[src/rtl/uart_tx_fifo.sv]
// rtl/uart_tx_fifo.sv - UART transmitter with transmit FIFO and baud divider.
// Optional line break generation is enabled with `define UART_TX_BREAK_EN.
module uart_tx_fifo #(
  parameter int BITS         = 8,
  parameter int STOPBITS     = 1,
  parameter int PARITY       = 2,
  parameter int CLKS_PER_BIT = 16,
  parameter int DEPTH        = 4
) (
  input  logic                     clk,
  input  logic                     rst,
  input  logic                     data_ready,
  input  logic [BITS-1:0]          data,
`ifdef UART_TX_BREAK_EN
  input  logic                     break_req,
`endif
  output logic                     data_accept,
  output logic                     tx,
  output logic                     busy,
  output logic                     data_sent,
  output logic [$clog2(DEPTH):0]   fifo_count
);

  localparam int AW = $clog2(DEPTH);
  localparam int CW = $clog2(CLKS_PER_BIT);
  localparam int IW = $clog2(BITS);
  localparam logic [CW-1:0] BAUD_LOAD = CW'(CLKS_PER_BIT - 1);
  localparam logic [IW-1:0] LAST_BIT  = IW'(BITS - 1);
  localparam logic [AW:0]   FULL      = (AW+1)'(DEPTH);

`ifdef UART_TX_BREAK_EN
  typedef enum logic [2:0] {S_IDLE, S_START, S_DATA, S_PARITY, S_STOP, S_BREAK, S_MAB} state_t;
`else
  typedef enum logic [2:0] {S_IDLE, S_START, S_DATA, S_PARITY, S_STOP} state_t;
`endif

  state_t          r_state;
  logic [BITS-1:0] r_mem [DEPTH];
  logic [AW-1:0]   r_wr_ptr;
  logic [AW-1:0]   r_rd_ptr;
  logic [AW:0]     r_count;
  logic [CW-1:0]   r_baud;
  logic [IW-1:0]   r_bit_idx;
  logic [BITS-1:0] r_shift;
  logic            r_par;
  logic            r_stop_idx;
  logic            r_tx;
  logic            r_data_sent;

  logic            w_push;
  logic            w_pop;
  logic            w_baud_zero;
  logic            w_frame_end;
  logic            w_resume;
  logic [BITS-1:0] w_head;

  assign w_baud_zero = (r_baud == '0);
  assign w_frame_end = (r_state == S_STOP) && w_baud_zero && (r_stop_idx == 1'(STOPBITS - 1));
  assign w_head      = r_mem[r_rd_ptr];

  // Pop points: idle with data waiting, or back-to-back at the end of a frame.
`ifdef UART_TX_BREAK_EN
  assign w_resume = ((r_state == S_IDLE) && !break_req) || ((r_state == S_MAB) && w_baud_zero);
`else
  assign w_resume = (r_state == S_IDLE);
`endif
  assign w_pop  = (r_count != '0) && (w_resume || w_frame_end);
  assign w_push = data_ready && data_accept;

  assign data_accept = (r_count != FULL);
  assign fifo_count  = r_count;
  assign tx          = r_tx;
  assign data_sent   = r_data_sent;
  assign busy        = (r_state != S_IDLE) || (r_count != '0);

  always_ff @(posedge clk) begin
    if (w_push) begin
      r_mem[r_wr_ptr] <= data;
    end
  end

  always_ff @(posedge clk or negedge rst) begin
    if (!rst) begin
      r_wr_ptr <= '0;
      r_rd_ptr <= '0;
      r_count  <= '0;
    end else begin
      if (w_push) r_wr_ptr <= r_wr_ptr + AW'(1);
      if (w_pop)  r_rd_ptr <= r_rd_ptr + AW'(1);
      if (w_push && !w_pop)      r_count <= r_count + (AW+1)'(1);
      else if (!w_push && w_pop) r_count <= r_count - (AW+1)'(1);
    end
  end

  always_ff @(posedge clk or negedge rst) begin
    if (!rst) begin
      r_state     <= S_IDLE;
      r_baud      <= '0;
      r_bit_idx   <= '0;
      r_shift     <= '0;
      r_par       <= 1'b0;
      r_stop_idx  <= 1'b0;
      r_tx        <= 1'b1;
      r_data_sent <= 1'b0;
    end else begin
      r_data_sent <= 1'b0;
      if (r_state != S_IDLE) begin
        r_baud <= w_baud_zero ? BAUD_LOAD : r_baud - CW'(1);
      end
      case (r_state)
        S_IDLE: begin
          r_tx <= 1'b1;
`ifdef UART_TX_BREAK_EN
          if (break_req) begin
            r_state <= S_BREAK;
            r_tx    <= 1'b0;
          end
`endif
        end
        S_START: begin
          if (w_baud_zero) begin
            r_state   <= S_DATA;
            r_bit_idx <= '0;
            r_tx      <= r_shift[0];
          end
        end
        S_DATA: begin
          if (w_baud_zero) begin
            if (r_bit_idx == LAST_BIT) begin
              if (PARITY != 0) begin
                r_state <= S_PARITY;
                r_tx    <= r_par;
              end else begin
                r_state    <= S_STOP;
                r_stop_idx <= 1'b0;
                r_tx       <= 1'b1;
              end
            end else begin
              r_bit_idx <= r_bit_idx + IW'(1);
              r_shift   <= r_shift >> 1;
              r_tx      <= r_shift[1];
            end
          end
        end
        S_PARITY: begin
          if (w_baud_zero) begin
            r_state    <= S_STOP;
            r_stop_idx <= 1'b0;
            r_tx       <= 1'b1;
          end
        end
        S_STOP: begin
          if (w_frame_end) begin
            r_data_sent <= 1'b1;
            r_state     <= S_IDLE;
            r_tx        <= 1'b1;
          end else if (w_baud_zero) begin
            r_stop_idx <= 1'b1;
          end
        end
`ifdef UART_TX_BREAK_EN
        S_BREAK: begin
          r_tx <= 1'b0;
          if (!break_req) begin
            r_state <= S_MAB;
            r_tx    <= 1'b1;
            r_baud  <= BAUD_LOAD;
          end
        end
        S_MAB: begin
          if (w_baud_zero) begin
            r_state <= S_IDLE;
          end
        end
`endif
        default: begin
          r_state <= S_IDLE;
          r_tx    <= 1'b1;
        end
      endcase
      // A pop always starts a new frame, overriding whatever the state did above.
      if (w_pop) begin
        r_state    <= S_START;
        r_tx       <= 1'b0;
        r_baud     <= BAUD_LOAD;
        r_shift    <= w_head;
        r_par      <= (PARITY == 1) ? ~^w_head : ^w_head;
        r_stop_idx <= 1'b0;
      end
    end
  end

endmodule

[config.mk]
export PLATFORM = sky130hd
export DESIGN_NAME = uart_tx_fifo
export DESIGN_NICKNAME = d
export VERILOG_FILES = /design/src/rtl/uart_tx_fifo.sv
export SDC_FILE = /design/constraint.sdc
export NUM_CORES = 1
export LEC_CHECK = 0
export BUFFER_PORTS_ARGS = -buffer_cell sky130_fd_sc_hd__clkbuf_2
export CAP_MARGIN = 10
export CELL_PAD_IN_SITES_DETAIL_PLACEMENT = 0
export CELL_PAD_IN_SITES_GLOBAL_PLACEMENT = 1
export CORE_ASPECT_RATIO = 1.1
export CORE_MARGIN = 5
export CORE_UTILIZATION = 45
export DETAILED_ROUTE_END_ITERATION = 10
export PLACE_DENSITY_LB_ADDON = 0.1
export SLEW_MARGIN = 20
export SYNTH_ARGS = -nofsm -noshare
export SYNTH_HDL_FRONTEND = slang
export SYNTH_SLANG_ARGS = --single-unit
export TNS_END_PERCENT = 100
[constraint.sdc]
create_clock -name clk -period 2.7 [get_ports clk]
set_clock_uncertainty 0.05 [all_clocks]
set_input_delay 0.135 -clock clk [delete_from_list [all_inputs] [get_ports clk]]
set_output_delay 0.135 -clock clk [all_outputs]
set_load 0.05 [all_outputs]
### After elaboration in Yosys (flattened, before gate mapping)

Memory sizes are Yosys's and may differ from the RTL's.
Index checks and enable logic that the tools add are counted.

* divide/modulo/power cells: 0
* shift operators: 0
* add/subtract/negate cells: 6
* bitwise logic cells: 1
* muxes and demuxes: 35
* equal/unequal tests: 18
* reduce and logical (&&, ||, !) cells: 26
* order comparisons: 0
* $mul: 0

Operators with widths (number)
* two-way mux 3 bit: 11
* two-way mux 8 bit: 4
* != test 3 bit (second input constant): 8
* case mux 3 bit (5 select lines): 1
* two-way mux 1 bit: 13
* two-way mux 4 bit: 3
* AND reduction 4 bit: 3
* != test 2 bit (second input constant): 5
* nonzero test 2 bit: 5
* nonzero test 3 bit: 3
* parity 8 bit: 1
* adder 3 x 1 -> 3 bit (second input constant): 2
* == test 3 x 2 -> 1 bit (second input constant): 2
* == test 3 bit (second input constant): 2
* logical AND 1 bit: 6
* case mux 3 bit (2 select lines): 1
* AND reduction 6 bit: 1
* adder 2 x 1 -> 2 bit (second input constant): 2
* logical NOT 4 bit: 1
* case mux 1 bit (4 select lines): 1
* subtractor 4 x 1 -> 4 bit (second input constant): 1
* == test 3 x 1 -> 1 bit (second input constant): 1
* logical NOT 3 bit: 1
* AND reduction 3 bit: 1
* 5 further kinds: 7

* bits in registers: 29
* memories kept: 1
* RAM bits: 32
* latch bits: 0
* ROM bits: 0
* word-level logic and storage cells: 98
* input port bits: 11
* output and inout port bits: 7

Memory list
* r_mem: depth 4, bits a word 8, read ports 1, clocked after memory_dff 0, write ports 1, line 38 `logic [BITS-1:0] r_mem [DEPTH];`

### Depth between registers and ports, before layout

Gate-level depths: netlist (run 1).

* word-level depth: 8
* gate-level depth with buffers: 11
* mapped depth without buffers: 11

### Worst setup path before layout (run 1)

OpenSTA, ideal clock, no wires.

* path kind: flip-flop to flip-flop
* from: reg r_baud[0]
* to: reg r_count[1] (netlist: fifo_count[1])
* buffers on the path: 0
* period minus slack after synthesis: 2647 ps
* setup slack: 53 ps
* required time: 2525 ps
* stages on the path, launching flop included: 10
* arrival: 2472 ps
* library setup time: 125 ps
* path through: dfrtp_1 > inv_1 > ha_1 > or4b_4 > a211oi_4 > inv_1 > ha_1 > inv_1 > fa_1 > mux2_2

* longest elaborated chain between the ends: 8
* elaborated cells between the ends (all ways): 10
* those cells by class: mux: 1; reduce/logical: 9

Ends and longest elaborated chain
* start: declaration: line 42 `logic [CW-1:0] r_baud;`
* start signal: assignment: line 108 `r_baud <= w_baud_zero ? BAUD_LOAD : r_baud - CW'(1);`
* logical NOT 4 bit (*): line 57 `assign w_baud_zero = (r_baud == '0);`
* logical AND 1 bit (*) (2 in series): line 58 `assign w_frame_end = (r_state == S_STOP) && w_baud_zero && (r_stop_idx == 1'(STOPBITS - 1));`
* logical OR 1 bit (*): line 67 `assign w_pop = (r_count != '0) && (w_resume || w_frame_end);`
* logical AND 1 bit (*): line 67
* logical NOT 1 bit: line 90 `if (w_push && !w_pop) r_count <= r_count + (AW+1)'(1);`
* logical AND 1 bit: line 90
* two-way mux 3 bit / nonzero test 2 bit (equally long branches)
* end signal: assignment: line 90
* end signal: assignment: line 91 `else if (!w_push && w_pop) r_count <= r_count - (AW+1)'(1);`
* end: declaration: line 41 `logic [AW:0] r_count;`

Every way passes the cells marked *; elsewhere a longest branch is shown, timed or not.
A chain may end at the register's enable or synchronous reset.

### Final worst setup path (run 1)

Same ends and word-level chain as after synthesis.

==> summary.txt, run 1 <==
Outcome
  – Run status: completed

Timing
  – Worst-Margin Slew: 0.723 ns
  – Fin. max-slew vios: 0
  – Final setup margin: 0.122 ns
  – Final hold violation count: 0
  – Slew HR: 51.8%
  – Tcrit/Tclk final: 95.5%
  – Post-Route Setup TNS: 0 ns
  – Fmax: 388 MHz
  – Fin crit period: 2.58 ns
  – Setup violations, final: 0

Global route
  – Initial antenna violation count: 0
  – First-pass GRT wire length: 8020 um
  – Largest net degree at the start of global routing: 30
  – Remaining Overflow, GRT: 0
  – Vias in the first global route: 1668
  – Global-route usage over all layers: 13.4%

Synth
  – Asr flop ratio synth: 47.5%
  – Top cells by area, synth: edfxtp_1 (35%), dfrtp_1 (26%), mux4_2 (6.6%), ha_1 (3.6%), xnor2_1 (2.9%)
  – Post-synth top area share: 35.0%
  – Synth Flop Type: edfxtp_1
  – Area leader, netlist: edfxtp_1
  – Post-synthesis sequential area ratio: 61.5%
  – Syn_area_per_cell: 13.5 um^2
  – Register bit count reported by yosys: 61
  – Count of different cell masters after synthesis: 41
  – Post-Syn Instances: 203
  – Mapped cell area: 0.00274 mm^2
  – Commonest cells post-synth: edfxtp_1 (32), dfrtp_1 (28), nand2_1 (20), o21ai_0 (14), nor2_1 (12)
  – Most numerous cell in the Yosys netlist: edfxtp_1
  – Synth warnings: 0
  – Post-synth EDFFs: 32
  – Syn Nets: 223

Routing
  – Post-Route WL: 4720 um
  – Routed WL per cell: 14.7 um
  – TritonRoute pass-1 iters: 4
  – Vias/cell: 5.15
  – ANT nets after route: 0
  – DR vias: 1652
  – Detailed Route Iter0 Violations: 85
  – DRC errors left: 0

Finish
  – Area delta synth->final: 17.8%
  – Diodes inserted: 0
  – Fin util: 55.3%
  – Final nets: 259
  – Layout cell share with drive strength beyond 1: 24.2%
  – Fin cells: 321

Setup path
  – Crit path max fanout: 3
  – Top delay family on crit path: adder cells
  – Crit-path slowest cell: or4b_4
  – CP bufs+invs: 3
  – Worst Setup Start Kind: flop
  – Max stage delay on crit path: 0.50 ns
  – Worst path cell trace: inv_1 -> ha_2 -> or4b_4 -> a211oi_4 -> inv_2 -> ha_2 -> inv_1 -> fa_1 -> mux2_2
  – Worst EP required: 2.87 ns
  – Crit path capture type: flop
  – CP Data Arrival Time: 2.75 ns
  – Critical path type: reg2reg
  – R2R setup slack: 0.12 ns

Floorplanning
  – Row Count: 29
  – Total die area: 0.00776 mm^2
  – Top Ports: 18
  – Die Y: 91.9 um
  – Chip Width: 84.4 um
  – Core Region: 0.00584 mm^2
  – Starting density of the core: 46.9%

Clock tree
  – H-Tree Depth: 3
  – TritonCTS clock tree: yes
  – Sink Count: 61
  – CTS Buffer Depth: 2
  – Clk Latency, worst-skew pair: 0.33 ns
  – CTS Buf Count: 9
  – Clock transition at path regs: 0.07 ns
  – Root Driver: clkbuf_8

Power
  – Leakage: 1.32 nW
  – Cell Pwr Density: 778 mW/mm^2
  – Maximum vdd ir drop: 0.000537 V

Placement
  – Placed cell count: 295
  – Final HPWL DP: 3310 um
  – RePlAce Congestion: 0.757
  – Count of input and output buffers: 17
  – Pre-CTS setup slack: 0.0740 ns

Worst hold path
  – Min-delay worst type: in2reg

Job
  – MaxCap Viol Count: 0
path summary, 6_finish.rpt:
kind / depth (start not counted) / end / from
max in group asynchronous: 2 / r_shift[3] / rst
min reg2reg: 2 / tx / tx
min: 3 / r_wr_ptr[0] / data_ready
max reg2reg: 9 / fifo_count[1] / r_baud[0]
max: 9 / fifo_count[1] / r_baud[0]
min in group asynchronous: 2 / data_sent / rst
state kept, by name, indices dropped and copies added, names as in the netlist:
| name | flops |
|---|---|
| data_sent | 1 |
| fifo_count | 3 |
| r_baud | 4 |
| r_bit_idx | 3 |
| r_mem | 32 |
| r_par | 1 |
| r_rd_ptr | 2 |
| r_shift | 8 |
| r_state | 3 |
| r_stop_idx | 1 |
| r_wr_ptr | 2 |
| tx | 1 |
cells by family after synthesis:
| group | count (synthesis) | synth area share [%] |
|---|---|---|
| DFF | 61 | 61.5 |
| and+or+nand+nor | 54 | 9.49 |
| AOI/OAI and AO/OA | 31 | 7.16 |
| buffers and inverters | 18 | 3.15 |
| muxes | 16 | 9.53 |
| xor gates and xnor gates | 14 | 4.74 |
| adders and majority gates | 9 | 4.38 |
power breakdown:
part	total [mW]	internal [mW]	switching [mW]
logic	0.510	0.188	0.322
clock network	0.812	0.438	0.374
registers	1.19	1.13	0.0640
stage by stage:
step           hold WS [ns]  total power [mW]  cell area, um^2
6_report              0.284              2.51             3230
5_1_grt               0.308              2.67             3230
4_1_cts               0.260              2.56             3220
3_5_place_dp          0.181              1.72             2920
3_3_place_gp          0.162              1.70             2920
2_1_floorplan        -0.211              1.57             2740
repair_timing:
action | CTS | global route
resized for setup | 0 | 3
endpoints found under the setup margin | 0 | 1
endpoints found under the hold margin | 60 | 0
buffers inserted | 0 | 1
hold buffers | 9 | 0
area by class of cell:
cell class / count / area, um^2
Clock buffer: 9 / 124
Clock inverter: 7 / 81.3
Fill cell: 500 / 2610
Inverter: 9 / 33.8
Multi-Input combinational cell: 124 / 973
Sequential cell: 61 / 1690
Tap cell: 77 / 96.3
Timing Repair Buffer: 34 / 235
tightest hold or removal path, stage by stage:
cell	delay [ns]
clkbuf_2	0.11
and2_0	0.28
xnor2_1	0.10
cells in the final DEF (no fill, tap or decap), types with 2 or more instances in the layout:
cell type,count
and3_1,5
ha_2,2
ha_1,6
a21oi_1,3
clkinv_4,2
xor2_1,4
buf_4,8
inv_1,8
dfrtp_1,28
dlygate4sd3_1,9
clkbuf_2,17
o21a_1,2
mux4_2,8
inv_6,3
nand3_1,4
nor3_1,3
xnor2_1,9
mux2i_1,7
or3_1,2
nand2_1,20
a31oi_1,5
nor2_1,12
o21ai_0,14
clkbuf_8,9
o31ai_1,2
edfxtp_1,32
routing by layer:
layer,global-route usage (%),vias to the layer above,share of wire (%),wire (um)
li1,-,805,-,-
met1,16.5,802,44,2060
met2,22.0,41,51,2420
met3,3.85,4,4.3,201
met4,5.94,0,0.85,40
met5,0,-,0,0
Power figures use the tool's default switching activity.
==> run 2, diff against run 1 <==
Settings changed: ABC_AREA set to 1, CORE_UTILIZATION 45 to 42.
==> summary.txt, run 2 <==
Outcome
  – Run status: completed

Clock tree
  – Sink Count: 61 (unchanged)
  – TritonCTS clock tree: yes
  – Root Driver: clkbuf_8
  – CTS Buf Count: 9 (unchanged)
  – Setup bufs post-CTS: 0 (unchanged)
  – H-Tree Depth: 3 (unchanged)
  – Clk Latency, worst-skew pair: 0.33 ns (about the same)
  – Clock transition at path regs: 0.07 ns (about the same)
  – CTS Buffer Depth: 2 (unchanged)

Power
  – Logic pwr share: 22.9% (+2.6 points)
  – Clock power share: 27.5% (-4.8 points)
  – Net Sw Frac: 32.2% (+1.9 points)
  – Leakage: 1.60 nW (+21%)
  – Seq pwr share: 49.5% (+2.1 points)
  – Cell Pwr Density: 694 mW/mm^2 (-11%)
  – Total net switching power: 0.778 mW (+2.3%)
  – Total chip power: 2.42 mW (-3.9%)
  – Maximum vdd ir drop: 0.000507 V (-5.5%)
  – Internal power: 1.64 mW (-6.6%)

Setup path
  – Crit path max fanout: 5 (+2)
  – CP Launch Point: r_baud[0]
  – R2R setup slack: 0.39 ns (+0.27 ns)
  – R2r startpoint: r_baud[0]
  – Worst Setup Start Kind: flop
  – Crit path capture type: flop
  – CP Data Arrival Time: 2.48 ns (-0.27 ns)
  – Critical path type: reg2reg
  – Worst EP required: 2.87 ns (about the same)

Routing
  – TritonRoute pass-1 iters: 4 (unchanged)
  – Vias/cell: 4.67 (-9.3%)
  – ANT nets after route: 0 (unchanged)
  – Post-Route WL: 5470 um (+16%)
  – Routed WL per cell: 12.2 um (-17%)
  – DR vias: 2087 (+26%)
  – DRC errors left: 0 (unchanged)
  – Detailed Route Iter0 Violations: 105 (+24%)

Synth
  – Most numerous cell in the Yosys netlist: nand2_1
  – Mapped cell area: 0.00305 mm^2 (+11%)
  – Commonest cells post-synth: nand2_1 (117), inv_1 (34), edfxtp_1 (32), dfrtp_1 (28), nand3_1 (24)
  – Post-synthesis sequential area ratio: 55.4% (-6.1 points)
  – Synth Flop Type: edfxtp_1
  – Syn_area_per_cell: 9.52 um^2 (-30%)
  – Post-synth top area share: 31.6% (-3.5 points)
  – Syn Nets: 340 (+52%)
  – Top cells by area, synth: edfxtp_1 (32%), dfrtp_1 (23%), nand2_1 (14%), inv_1 (4.2%), nand3_1 (3.9%)
  – Asr flop ratio synth: 47.5% (unchanged)
  – Area leader, netlist: edfxtp_1
  – Post-synth EDFFs: 32 (unchanged)
  – Register bit count reported by yosys: 61 (unchanged)
  – Count of different cell masters after synthesis: 37 (-9.8%)
  – Synth warnings: 0 (unchanged)
  – Post-Syn Instances: 320 (+58%)

Timing
  – Tcrit/Tclk final: 85.6% (-9.9 points)
  – Setup violations, final: 0 (unchanged)
  – Fin. max-slew vios: 0 (unchanged)
  – Post-Route Setup TNS: 0 ns (unchanged)
  – Fin crit period: 2.31 ns (-0.266 ns)
  – Final hold slack: 0.147 ns (-0.137 ns)
  – RSZ-0062 raised after global routing: no
  – Final hold violation count: 0 (unchanged)
  – Fmax: 433 MHz (+12%)
  – Slew HR: 51.2% (-0.65 points)
  – Worst-Margin Slew: 0.732 ns (+0.00975 ns)
  – Final setup margin: 0.389 ns (+0.266 ns)

Floorplanning
  – Core Region: 0.00705 mm^2 (+21%)
  – Starting density of the core: 43.2% (-3.7 points)
  – Die Y: 99.3 um (+8.1%)
  – Top Ports: 18 (unchanged)
  – Total die area: 0.00906 mm^2 (+17%)
  – Chip Width: 91.2 um (+8.0%)
  – Row Count: 32 (+10%)

Job
  – MaxCap Viol Count: 0 (unchanged)

Worst hold path
  – Min-delay worst type: in2reg
  – HP Start: data_ready

Global route
  – Global-route usage over all layers: 13.2% (-0.19 points)
  – Initial antenna violation count: 0 (unchanged)
  – Remaining Overflow, GRT: 0 (unchanged)
  – First-pass GRT wire length: 9390 um (+17%)
  – Largest net degree at the start of global routing: 30 (unchanged)
  – Vias in the first global route: 2034 (+22%)

Finish
  – Largest register FFs: 32 (unchanged)
  – Most frequent cells in the layout: nand2_1 (117), inv_1 (34), edfxtp_1 (32), dfrtp_1 (28), nand3_1 (24)
  – Layout cell share with drive strength beyond 1: 17.4% (-6.8 points)
  – Fin cells: 447 (+39%)
  – Area delta synth->final: 14.3%
  – Fillers: 670 (+34%)
  – Biggest regs: r_mem: 32 flops, r_shift: 8 flops, r_baud: 4 flops
  – Final Instance Area: 0.00348 mm^2 (+7.7%)
  – Commonest non-fill, non-tap cell in the layout: nand2_1
  – Top reg by flops: r_mem
  – Diodes inserted: 0 (unchanged)
  – Fin util: 49.4% (-5.9 points)
  – Final nets: 377 (+46%)

Placement
  – RePlAce Congestion: 0.757 (unchanged)
  – Final HPWL DP: 3880 um (+17%)
  – Placed cell count: 422 (+43%)
  – Pre-CTS setup slack: 0.376 ns (+0.302 ns)
  – Placed instance area: 0.00323 mm^2 (+10%)
  – Count of input and output buffers: 17 (unchanged)
-- run 2: cell count changes after synthesis, sizes merged, moves of 4 or more --
cell / change
mux2i: -7
nand3: +22
inv: +29
xnor2: -7
nor2: +6
o221ai: +5
and3: -5
a31oi: -5
a21oi: +5
nand2: +98
clkbuf: -4
mux4: -8
-- run 2: path summary, 6_finish.rpt --
kind / to / depth (start not counted)
max in group asynchronous: r_shift[5] / 2
hold / removal: r_wr_ptr[0] / 3
setup reg to reg: fifo_count[1] / 11
hold reg to reg: tx / 2
setup / recovery: fifo_count[1] / 11
min in group asynchronous: r_baud[2] / 2
-- run 2: layer usage --
metal  track usage [%]  share of wire [%]  vias to the layer above
met5                 0                  0                        -
met4              4.74                1.4                        0
met3              4.39                3.9                       10
met2              21.1                 47                       28
met1              16.7                 47                      933
li1                  -                  -                     1116
-- run 2: cell type report --
cell class	instances	area (um^2)	share of cell area [%]
Clock buffer	11	131	3.78
Clock inverter	5	27.5	0.791
Inverter	38	145	4.17
Multi-Input combinational cell	215	1160	33.4
Sequential cell	61	1690	48.5
Tap cell	85	106	3.06
Timing Repair Buffer	32	220	6.33
-- run 2: power groups by stage --
stage | Sequential, mW | Clock (mW) | Combinational, mW
floorplan | 1.29 | 0 | 0.318
global placement | 1.22 | 0 | 0.546
detailed placement | 1.22 | 0 | 0.549
CTS | 1.20 | 0.691 | 0.566
global route | 1.21 | 0.739 | 0.630
finish | 1.20 | 0.665 | 0.554
-- run 2: logic make-up after synthesis --
family / after synthesis / share of synthesized area, %
adders and majority gates: 9 / 3.94
xor gates and xnor gates: 6 / 1.73
DFF: 61 / 55.4
muxes: 1 / 0.370
AOI/OAI and AO/OA: 29 / 7.60
and+or+nand+nor: 170 / 24.5
buffers and inverters: 44 / 6.45
-- run 2: worst max-delay path: stages (launching register included) --
cell,delay (ns)
dfrtp_1,0.37
inv_1,0.10
ha_1,0.17
nand2_1,0.10
nor2_4,0.15
nand3_2,0.15
nand2_1,0.11
nand2_2,0.06
ha_1,0.17
inv_1,0.09
fa_1,0.41
mux2_2,0.26
-- run 2: timing repair --
action                    CTS  global route
hold buffers                9             0
hold endpoints to repair   60             0
gates resized for setup     0             0
==> run 3, diff against run 2 <==
Settings changed: RECOVER_POWER set to 100.
==> summary.txt, run 3 (synthesis results as in run 2) <==
Outcome
  – Run status: complete, but fails checks
  – Failing checks: capacitance limit, slew limit

Routing
  – Post-Route WL: 5470 um (-0.11%)
  – Detailed Route Iter0 Violations: 106 (+0.95%)
  – Routed WL per cell: 12.2 um (-0.11%)
  – TritonRoute pass-1 iters: 4 (unchanged)
  – DR vias: 2090 (+0.14%)
  – DRC errors left: 0 (unchanged)
  – Vias/cell: 4.68 (+0.14%)
  – ANT nets after route: 0 (unchanged)

Placement
  – Placed instance area: 0.00323 mm^2 (unchanged)
  – RePlAce Congestion: 0.757 (unchanged)
  – Count of input and output buffers: 17 (unchanged)
  – Final HPWL DP: 3880 um (unchanged)
  – Placed cell count: 422 (unchanged)

Global route
  – Vias in the first global route: 2034 (unchanged)
  – Global-route usage over all layers: 13.2% (unchanged)
  – Largest net degree at the start of global routing: 30 (unchanged)
  – Met3 usage: 4.39% (unchanged)
  – Initial antenna violation count: 0 (unchanged)
  – GRT busiest layer: met2
  – Remaining Overflow, GRT: 0 (unchanged)
  – Met2 layer usage reported by global route: 21.1% (unchanged)
  – First-pass GRT wire length: 9390 um (unchanged)
  – Met1 Usage GRT: 16.7% (unchanged)

Finish
  – Commonest non-fill, non-tap cell in the layout: nand2_1
  – Final Instance Area: 0.00339 mm^2 (-2.6%)
  – Layout cell share with drive strength beyond 1: 9.39% (-8.0 points)
  – Top reg by flops: r_mem
  – Largest register FFs: 32 (unchanged)
  – Area delta synth->final: 11.3%
  – Fin cells: 447 (unchanged)
  – Biggest regs: r_mem: 32 flops, r_shift: 8 flops, r_baud: 4 flops
  – Diodes inserted: 0 (unchanged)
  – Fillers: 698 (+4.2%)
  – Fin util: 48.1% (-1.3 points)
  – Most frequent cells in the layout: nand2_1 (119), inv_1 (35), edfxtp_1 (32), dfrtp_1 (28), nand3_1 (25)
  – Final nets: 377 (unchanged)

Power
  – Total chip power: 2.39 mW (-1.3%)
  – Maximum vdd ir drop: 0.000458 V (-9.6%)
  – Leakage: 1.53 nW (-4.2%)
  – Cell Pwr Density: 704 mW/mm^2 (+1.4%)

Timing
  – Slew HR: -5.90% (-57 points)
  – Post-Route Setup TNS: 0 ns (unchanged)
  – Final hold violation count: 0 (unchanged)
  – RSZ-0062 raised after global routing: no
  – Setup violations, final: 0 (unchanged)
  – Fmax: 429 MHz (-0.95%)
  – Fin crit period: 2.33 ns (+0.0221 ns)
  – Tcrit/Tclk final: 86.4% (+0.82 points)
  – Worst-Margin Slew: 1.59 ns (+0.856 ns)
  – Fin. max-slew vios: 30 (+30)

Clock tree
  – CTS Buf Count: 9 (unchanged)
  – Root Driver: clkbuf_8
  – Hold Buf Count CTS: 9 (unchanged)
  – CTS Buffer Depth: 2 (unchanged)
  – Clock transition at path regs: 0.07 ns (about the same)
  – H-Tree Depth: 3 (unchanged)
  – Clk Latency, worst-skew pair: 0.33 ns (about the same)
  – Sink Count: 61 (unchanged)
  – Setup bufs post-CTS: 0 (unchanged)
  – TritonCTS clock tree: yes
  – Post-CTS sizing: 0 (unchanged)

Setup path
  – CP Data Arrival Time: 2.54 ns (+0.06 ns)
  – Worst Setup Start Kind: flop
  – Top delay family on crit path: compound AO/OA/AOI/OAI gates
  – Crit path max fanout: 7 (+2)
  – Crit-path slowest cell: a21oi_1
  – Crit path capture type: flop
  – R2R setup slack: 0.37 ns (-0.02 ns)
  – Worst EP required: 2.90 ns (+0.03 ns)
  – CP bufs+invs: 1 (-1)
  – Cell mode on critical path: nand2_1
  – Max stage delay on crit path: 0.70 ns (+0.29 ns)
  – Critical path type: reg2reg
  – Worst path cell trace: inv_1 -> ha_1 -> nand2_1 -> nor2_4 -> nand3_1 -> a21oi_1 -> nor2_2 -> o21ai_4 -> nand2_1 -> o21ai_0

Job
  – MaxCap Viol Count: 1 (+1)

Floorplanning
  – Total die area: 0.00906 mm^2 (unchanged)
  – Die Y: 99.3 um (unchanged)
  – Row Count: 32 (unchanged)
  – Core Region: 0.00705 mm^2 (unchanged)
  – Top Ports: 18 (unchanged)
  – Starting density of the core: 43.2% (unchanged)
  – Chip Width: 91.2 um (unchanged)

Worst hold path
  – Min-delay worst type: in2reg
## run 3: changes by cell type in the layout (fill, tap and decap cells not counted), sizes merged
cell / previous run / this run
buf: 6 / 1
clkbuf: 28 / 33
## run 3: final timing paths
| path | to | from | cells past startpoint |
|---|---|---|---|
| worst max-delay path | r_state[0] | r_baud[0] | 10 |
| max in group asynchronous | r_baud[0] | rst | 2 |
| worst min-delay path | r_wr_ptr[0] | data_ready | 3 |
| worst max register to register | r_state[0] | r_baud[0] | 10 |
| min in group asynchronous | r_baud[2] | rst | 2 |
| worst min register to register | tx | tx | 2 |
## run 3: final cells by class
class / count / area, um^2 / share of cell area, %
clock inverter: 5 / 27.5 / 0.812
tap: 85 / 106 / 3.14
timing repair buffer: 32 / 184 / 5.43
inverter: 38 / 145 / 4.28
multi-input combinational: 215 / 1110 / 32.7
sequential: 61 / 1690 / 49.8
clock buffer: 11 / 131 / 3.88
## run 3: stage by stage
step                      hold slack (ns)  worst slack (ns)
after floorplan                    -0.211            0.0555
after global placement              0.191             0.426
after detailed placement            0.199             0.376
after CTS                           0.126             0.377
after global routing                0.147             0.115
final                               0.149             0.367
## run 3: worst min-delay path: cells and delay by family
kind / cells / cell delay, ns
simple gates: 1 / 0.18
xor+xnor: 1 / 0.10
buf+inv: 1 / 0.08
## run 3: where the power goes
group	switching, mW	internal (mW)
registers	0.0697	1.13
clock network	0.338	0.326
logic	0.362	0.161
## run 3: metal layers
layer	routed length, um	vias to the layer above	part of all wire (%)
met5	0	-	0
met4	52	0	0.95
met1	2600	941	48
li1	-	1114	-
met3	194	8	3.5
met2	2620	27	48
